File: src/rtl/aes_dec_block_loader.sv
// Byte-serial loader for the AES decryption core: assembles key and
// ciphertext frames from an 8-bit valid/ready stream into held registers.
//
// Ports:
//   clk, rst_n                  clock, async active-low reset
//   s_byte/s_valid/s_ready      input byte stream handshake
//   s_key                       frame type on first byte (1 = key frame)
//   s_last                      final byte marker (early = discard)
//   blk_data/blk_valid/blk_ready  held 128-bit ciphertext block
//   key_data/key_valid          held KW-bit key, valid is sticky
//   err                         one-cycle pulse when a frame is discarded
//
// Bit 0 of blk_data/key_data is the MSB of the first byte, so both
// vectors use ascending ranges; byte n sits in [8n : 8n+7].
module aes_dec_block_loader #(
   parameter int Nk = 4,
   parameter int Nr = 10
) (
   input  logic             clk,
   input  logic             rst_n,
   input  logic [7:0]       s_byte,
   input  logic             s_valid,
   input  logic             s_key,
   input  logic             s_last,
   output logic             s_ready,
   output logic [0:127]     blk_data,
   output logic             blk_valid,
   input  logic             blk_ready,
   output logic [0:32*Nk-1] key_data,
   output logic             key_valid,
   output logic             err
);

   localparam int KW = 32 * Nk;
   localparam int KB = 4 * Nk;
   localparam int CW = $clog2(KB + 1);

   // Nr only has to agree with Nk for the downstream core.
   if (!((Nk == 4 && Nr == 10) ||
         (Nk == 6 && Nr == 12) ||
         (Nk == 8 && Nr == 14))) begin : g_bad_cfg
      $error("aes_dec_block_loader: unsupported Nk/Nr pair");
   end

   typedef enum logic [1:0] {
      IDLE,
      FILL_DATA,
      FILL_KEY,
      FULL
   } state_t;

   state_t          state;
   state_t          state_nxt;
   logic [CW-1:0]   cnt;
   logic [CW-1:0]   cnt_nxt;
   logic [CW+2:0]   pos;
   logic [0:127]    dsh;
   logic [0:127]    dsh_nxt;
   logic [0:KW-1]   ksh;
   logic [0:KW-1]   ksh_nxt;
   logic            xfer;
   logic            to_key;
   logic            final_b;
   logic            ld_blk;
   logic            ld_key;
   logic            discard;

   // Registered-state decode only: no path from blk_ready.
   assign s_ready = (state != FULL);
   assign xfer    = s_valid & s_ready;
   assign pos     = {cnt, 3'b000};

   // Frame type is latched by the state after byte 0.
   assign to_key  = (state == IDLE) ? s_key : (state == FILL_KEY);
   assign final_b = to_key ? (cnt == CW'(KB - 1)) : (cnt == CW'(15));

   // Shadow with the current byte merged in; lets the final byte land
   // in the output register in the same edge it arrives.
   always_comb begin
      dsh_nxt = dsh;
      ksh_nxt = ksh;
      if (to_key) ksh_nxt[pos +: 8] = s_byte;
      else        dsh_nxt[pos +: 8] = s_byte;
   end

   always_ff @(posedge clk or negedge rst_n) begin
      if (!rst_n) begin
         state <= IDLE;
         cnt   <= '0;
      end else begin
         state <= state_nxt;
         cnt   <= cnt_nxt;
      end
   end

   always_comb begin
      state_nxt = state;
      cnt_nxt   = cnt;
      ld_blk    = 1'b0;
      ld_key    = 1'b0;
      discard   = 1'b0;
      case (state)
         IDLE, FILL_DATA, FILL_KEY: begin
            if (xfer) begin
               if (final_b) begin
                  cnt_nxt = '0;
                  if (to_key) begin
                     ld_key    = 1'b1;
                     state_nxt = IDLE;
                  end else if (key_valid) begin
                     ld_blk    = 1'b1;
                     state_nxt = FULL;
                  end else begin
                     discard   = 1'b1;
                     state_nxt = IDLE;
                  end
               end else if (s_last) begin
                  discard   = 1'b1;
                  cnt_nxt   = '0;
                  state_nxt = IDLE;
               end else begin
                  cnt_nxt   = cnt + 1'b1;
                  state_nxt = to_key ? FILL_KEY : FILL_DATA;
               end
            end
         end
         FULL: begin
            if (blk_ready) state_nxt = IDLE;
         end
         default: state_nxt = IDLE;
      endcase
   end

   always_ff @(posedge clk or negedge rst_n) begin
      if (!rst_n) begin
         dsh       <= '0;
         ksh       <= '0;
         blk_data  <= '0;
         blk_valid <= 1'b0;
         key_data  <= '0;
         key_valid <= 1'b0;
         err       <= 1'b0;
      end else begin
         err <= discard;
         if (xfer) begin
            if (to_key) ksh <= ksh_nxt;
            else        dsh <= dsh_nxt;
         end
         if (ld_key) begin
            key_data  <= ksh_nxt;
            key_valid <= 1'b1;
         end
         if (ld_blk) begin
            blk_data  <= dsh_nxt;
            blk_valid <= 1'b1;
         end else if (state == FULL && blk_ready) begin
            blk_valid <= 1'b0;
         end
      end
   end

endmodule

File: config.mk
export PLATFORM = sky130hd
export DESIGN_NAME = aes_dec_block_loader
export DESIGN_NICKNAME = d
export VERILOG_FILES = /design/src/rtl/aes_dec_block_loader.sv
export SDC_FILE = /design/constraint.sdc
export NUM_CORES = 1
export LEC_CHECK = 0
export CAP_MARGIN = 10
export CORE_MARGIN = 2
export CORE_UTILIZATION = 55
export CTS_CLUSTER_DIAMETER = 120
export DETAILED_ROUTE_END_ITERATION = 8
export PLACE_DENSITY = 0.79
export SLEW_MARGIN = 20
export SYNTH_ARGS = -nofsm -noshare
export SYNTH_HDL_FRONTEND = slang
export SYNTH_SLANG_ARGS = --single-unit
File: constraint.sdc
create_clock -name clk -period 3.13 [get_ports clk]
set_input_delay 0.626 -clock clk [delete_from_list [all_inputs] [get_ports clk]]
set_output_delay 0.626 -clock clk [all_outputs]
set_load 0.02 [all_outputs]
Yosys cells after proc, flatten, opt, wreduce, memory -nomap -nowiden
Index checks and enable logic that the tools add are counted.
{"block": "op_classes", "bitwise": 3, "n_reduce_logical": 8, "mux": 32, "n_addsub": 2, "eq_ne": 7, "n_shift": 2}
{"op": "$bwmux 128", "n": 2}
{"op": "$mux 128", "n": 2}
{"op": "$shift 129x10->128 const A", "n": 1}
{"op": "$shiftx 129x10->128", "n": 1}
{"op": "$mux 1", "n": 18}
{"op": "$mux 2", "n": 7}
{"op": "$mux 5", "n": 2}
{"op": "$neg 9->10", "n": 1}
{"op": "$not 8->9", "n": 1}
{"op": "$reduce_and 2->1", "n": 4}
{"op": "$ne 2x2->1 const B", "n": 3}
{"op": "$add 5x1->5 const B", "n": 1}
{"op": "$eq 5x4->1 const B", "n": 1}
{"op": "$eq 2x2->1 const B", "n": 2}
{"op": "$pmux 2 s2", "n": 1}
{"op": "$reduce_or 3->1", "n": 1}
{"op": "$eq 2x1->1 const B", "n": 1}
{"op": "$logic_not 2->1", "n": 1}
{"op": "$reduce_bool 2->1", "n": 1}
{"op": "$and 1x1->1", "n": 1}
{"op": "$logic_and 1x1->1", "n": 1}
{"op": "$not 1->1", "n": 1}
{"block": "word_totals", "inputBits": 14, "output_inout_bits": 260, "reg_bits": 522, "elab_cells": 63}

Logic depth before layout (Yosys ltp)
{"block": "logic_depth", "ltp_word": 7, "mapped_depth": 12, "depth_no_buf": 7}

Least setup slack after synthesis
No wires, ideal clock.
{"block": "synth_timing", "kind": "register to register", "start": "register cnt[3]", "end": "register blk_data[62] (netlist name)", "setup_slack_ps": 800, "arrival_ps": 2193, "stages_incl_launch_ff": 12, "setup_ps": 137, "path_cell_list": "dfrtp_1 buf_4 buf_6 and3_1 ha_1 clkbuf_1 nand4b_1 nor2b_1 buf_2 buf_2 clkbuf_1 a21oi_1"}
{"block": "synth_between", "elab_chain_cells": 5}
{"element": "start: declaration", "line": "54", "rtl": "logic [CW-1:0] cnt;"}
{"element": "start signal: assignment", "line": "92", "rtl": "cnt <= cnt_nxt;"}
{"element": "$not 8->9 (not written as such)", "line": "83", "rtl": "else dsh_nxt[pos +: 8] = s_byte;"}
{"element": "$neg 9->10", "line": "83"}
{"element": "$shiftx 129x10->128 or $shift 129x10->128 (tied branches)", "line": "83"}
{"element": "$bwmux 128", "line": "83"}
{"element": "$mux 128", "line": "82", "rtl": "if (to_key) ksh_nxt[pos +: 8] = s_byte;"}
{"element": "end signal: assignment", "line": "154", "rtl": "blk_data <= dsh_nxt;"}
{"element": "end: declaration", "line": "26", "rtl": "output logic [0:127] blk_data,"}
Parallel ways exist; a longest one is shown, timed or not.
A chain may end at the register's enable or synchronous reset.

Final worst setup path
{"block": "layout_timing", "start": "register state[1]", "end": "output s_ready"}
{"block": "layout_between", "elab_chain_cells": 1}
{"element": "start: declaration", "line": "52", "rtl": "state_t state;"}
{"element": "start signal: assignment", "line": "91", "rtl": "state <= state_nxt;"}
{"element": "$ne 2x2->1", "line": "69", "rtl": "assign s_ready = (state != FULL);"}
{"element": "end: declaration", "line": "25", "rtl": "output logic s_ready,"}
No other way between the ends.

==> out/results.txt <==
total power -> 15.8 mW
die area -> 43400 sq um
Synth Instances -> 1887
die height -> 208 um
Least-Margin Pin Slew -> 0.695 ns
Max VDD drop -> 0.000439 V
RSZ-0062 raised after global routing -> no
Max Slew Vio Count -> 0
number of port buffers -> 273
dpl hpwl -> 41.1 mm
Syn Area/Cell -> 12.2 sq um
initial antenna violation count -> 5
Pwr Density -> 568 nW/um^2
EDFF count, synth -> 0
Leak -> 13.7 nW
clock root cell -> clkbuf_16
drt first pass iters -> 5
period utilization -> 82.2%
sum of negative setup slack -> 0 ns
Worst Path Arrival -> 1.95 ns
Area growth syn-to-layout -> 21.4%
chip width -> 208 um
final clock skew -> 0.0195 ns
Hold Crit Class -> reg -> reg
wire length per cell -> 21.6 um
ANT nets after route -> 0
grt total ovfl -> 0
Worst Path Required -> 2.50 ns
Tmin final -> 2.57 ns
Finished Layout Cells -> 2721
most frequent cells in the layout -> 522 x dfrtp_1, 272 x clkdlybuf4s50_1, 257 x mux2i_1
Final GP Congestion -> 0.902
number of DRC markers in iteration 0 -> 912
sequential share of the synthesized area -> 56.8%
final setup vio count -> 0
WS Path Type -> reg -> out
Synthesized Nets -> 1908
CTS buffer count -> 52
Worst-path clk slew -> 0.06 ns
Main synth FF type -> dfrtp_1
Worst Hold Launch -> key_data[6]
first-pass GRT wire length -> 92.5 mm
cts repair resizes -> 0
H-tree depth -> 2
share of cells above drive strength 1 -> 19.5%
endpoints failing hold -> 0
Rel. slew slack -> 53.5%
Residual DRC -> 0
async set-or-reset flop fraction in the synthesized netlist -> 100%
Final nets -> 2172
outcome -> finished, final reports clean
Boundary Pins -> 274
Synth Register Bits -> 522
Max-cap violations -> 0
DR vias -> 15600
CTS Buffer Depth -> 3
DR vias/cell -> 5.74
CTS tree -> done
largest net degree at the start of global routing -> 122
Total GRT Usage -> 27.3%
Critical Path Start -> state[1]
core area -> 41000 sq um
CP startpoint kind -> register
number of global-route vias before repair -> 16100
Site Rows -> 74
Netlist cell types -> 50
post-layout util -> 68.0%
RR Startpoint -> cnt[4]
Yosys Warn Count -> 0
mapped cell area -> 23000 sq um
Sinks on Clock Net -> 522
Initial Util -> 56.0%
Max FO, Critical Path -> 10
clk_lat worst skew -> 0.60 ns
most common cell after layout, fill and taps aside -> dfrtp_1
Critical Path End Type -> output port
Total Wirelength -> 58.8 mm
placed cell count -> 2628
max frequency -> 389 MHz
synth_stat cells, types with 2 or more instances:
cell type    n  area [sq um]
mux2_1      16           180
nand2_2      9          56.3
and4bb_2     3          37.5
nand2b_1    16           100
inv_1        4          15.0
nand4b_4     3          71.3
nor3_2       2          20.0
or2_1        6          37.5
mux2_2     216          2430
and2b_2      2          17.5
nand4b_1     5          43.8
and3_1       3          18.8
buf_6        9           101
buf_8        2          30.0
buf_4       11          82.6
a21o_1       2          15.0
clkbuf_1    31           116
nor2_4      13           146
ha_1         7          87.6
nor2b_1      4          25.0
nand3_2      3          30.0
buf_2       51           255
mux2i_1    257          2570
dfrtp_1    522         13100
mux2_4      24           360
nand4_1      7          43.8
o21ai_0    106           531
a21oi_1    131           656
nor2_1     194           728
and2_1      11          68.8
o21ai_1     23           115
nand3_1      2          10.0
and3_4       2          22.5
o41ai_1      2          17.5
nor2_2      16           100
nor4b_2      3          45.0
nand3_4      2          35.0
nand2_1    155           582
cell families after synthesis:
kind of cell               synth area share, %
buffers and inverters                     2.61
adders and majority gates                0.381
AOI/OAI and AO/OA                         6.11
and+or+nand+nor                           9.91
muxes                                     24.1
DFF                                       56.8
state kept, by name, summed over array words and instances (netlist names):
register and flops:
blk_valid 1, dsh 128, ksh 128, state 2, key_data 128, cnt 5, err 1, blk_data 128
key_valid 1
power breakdown:
group / internal, mW / switching [mW]
combinational: 0.896 / 1.42
sequential: 7.16 / 0.289
clock: 3.45 / 2.62
total: 11.5 / 4.33
layout make-up:
class                           count  area (sq um)
Clock buffer                       73          1510
Sequential cell                   522         13100
Timing Repair Buffer              314          3160
Tap cell                          532           666
Multi-Input combinational cell   1257          9330
Fill cell                        2959         13100
Clock inverter                     18           149
Inverter                            4          15.0
Antenna cell                        1          2.50
worst paths after layout:
kind                                 end  slack (ns)  depth (start not counted)
max reg2reg                 key_data[51]        0.62                          6
max in group asynchronous        dsh[30]        1.50                          3
min                          key_data[6]        0.48                          2
min reg2reg                  key_data[6]        0.48                          2
max                              s_ready        0.56                          2
min in group asynchronous  blk_data[113]        0.58                          2
routing by layer:
layer	vias up	global-route usage, %	part of all wire [%]
met4	8	7.91	2.4
met2	460	44.1	48
met1	8000	37.8	44
li1	7065	-	-
met3	94	5.30	5.9
met5	-	0	0.11
repair_timing:
item,4_1_cts,5_1_grt
hold buffers,1,0
endpoints found under the setup margin,0,0
endpoints found under the hold margin,44,0
setup buffers,0,0
metrics by stage:
stage	instance area (sq um)	worst slack [ns]	hold slack (ns)
CTS	27900	0.562	0.483
finish	27900	0.557	0.479
global route	27900	0.443	0.499
floorplan	23000	0.800	0.330
global placement	26200	0.322	0.462
detailed placement	26200	0.193	0.471
worst max-delay path: stages (launching register included):
cell,delay [ns]
dfrtp_1,0.50
nand2_1,0.22
clkdlybuf4s50_1,0.63
No activity file was read; power rests on OpenSTA's default activity.
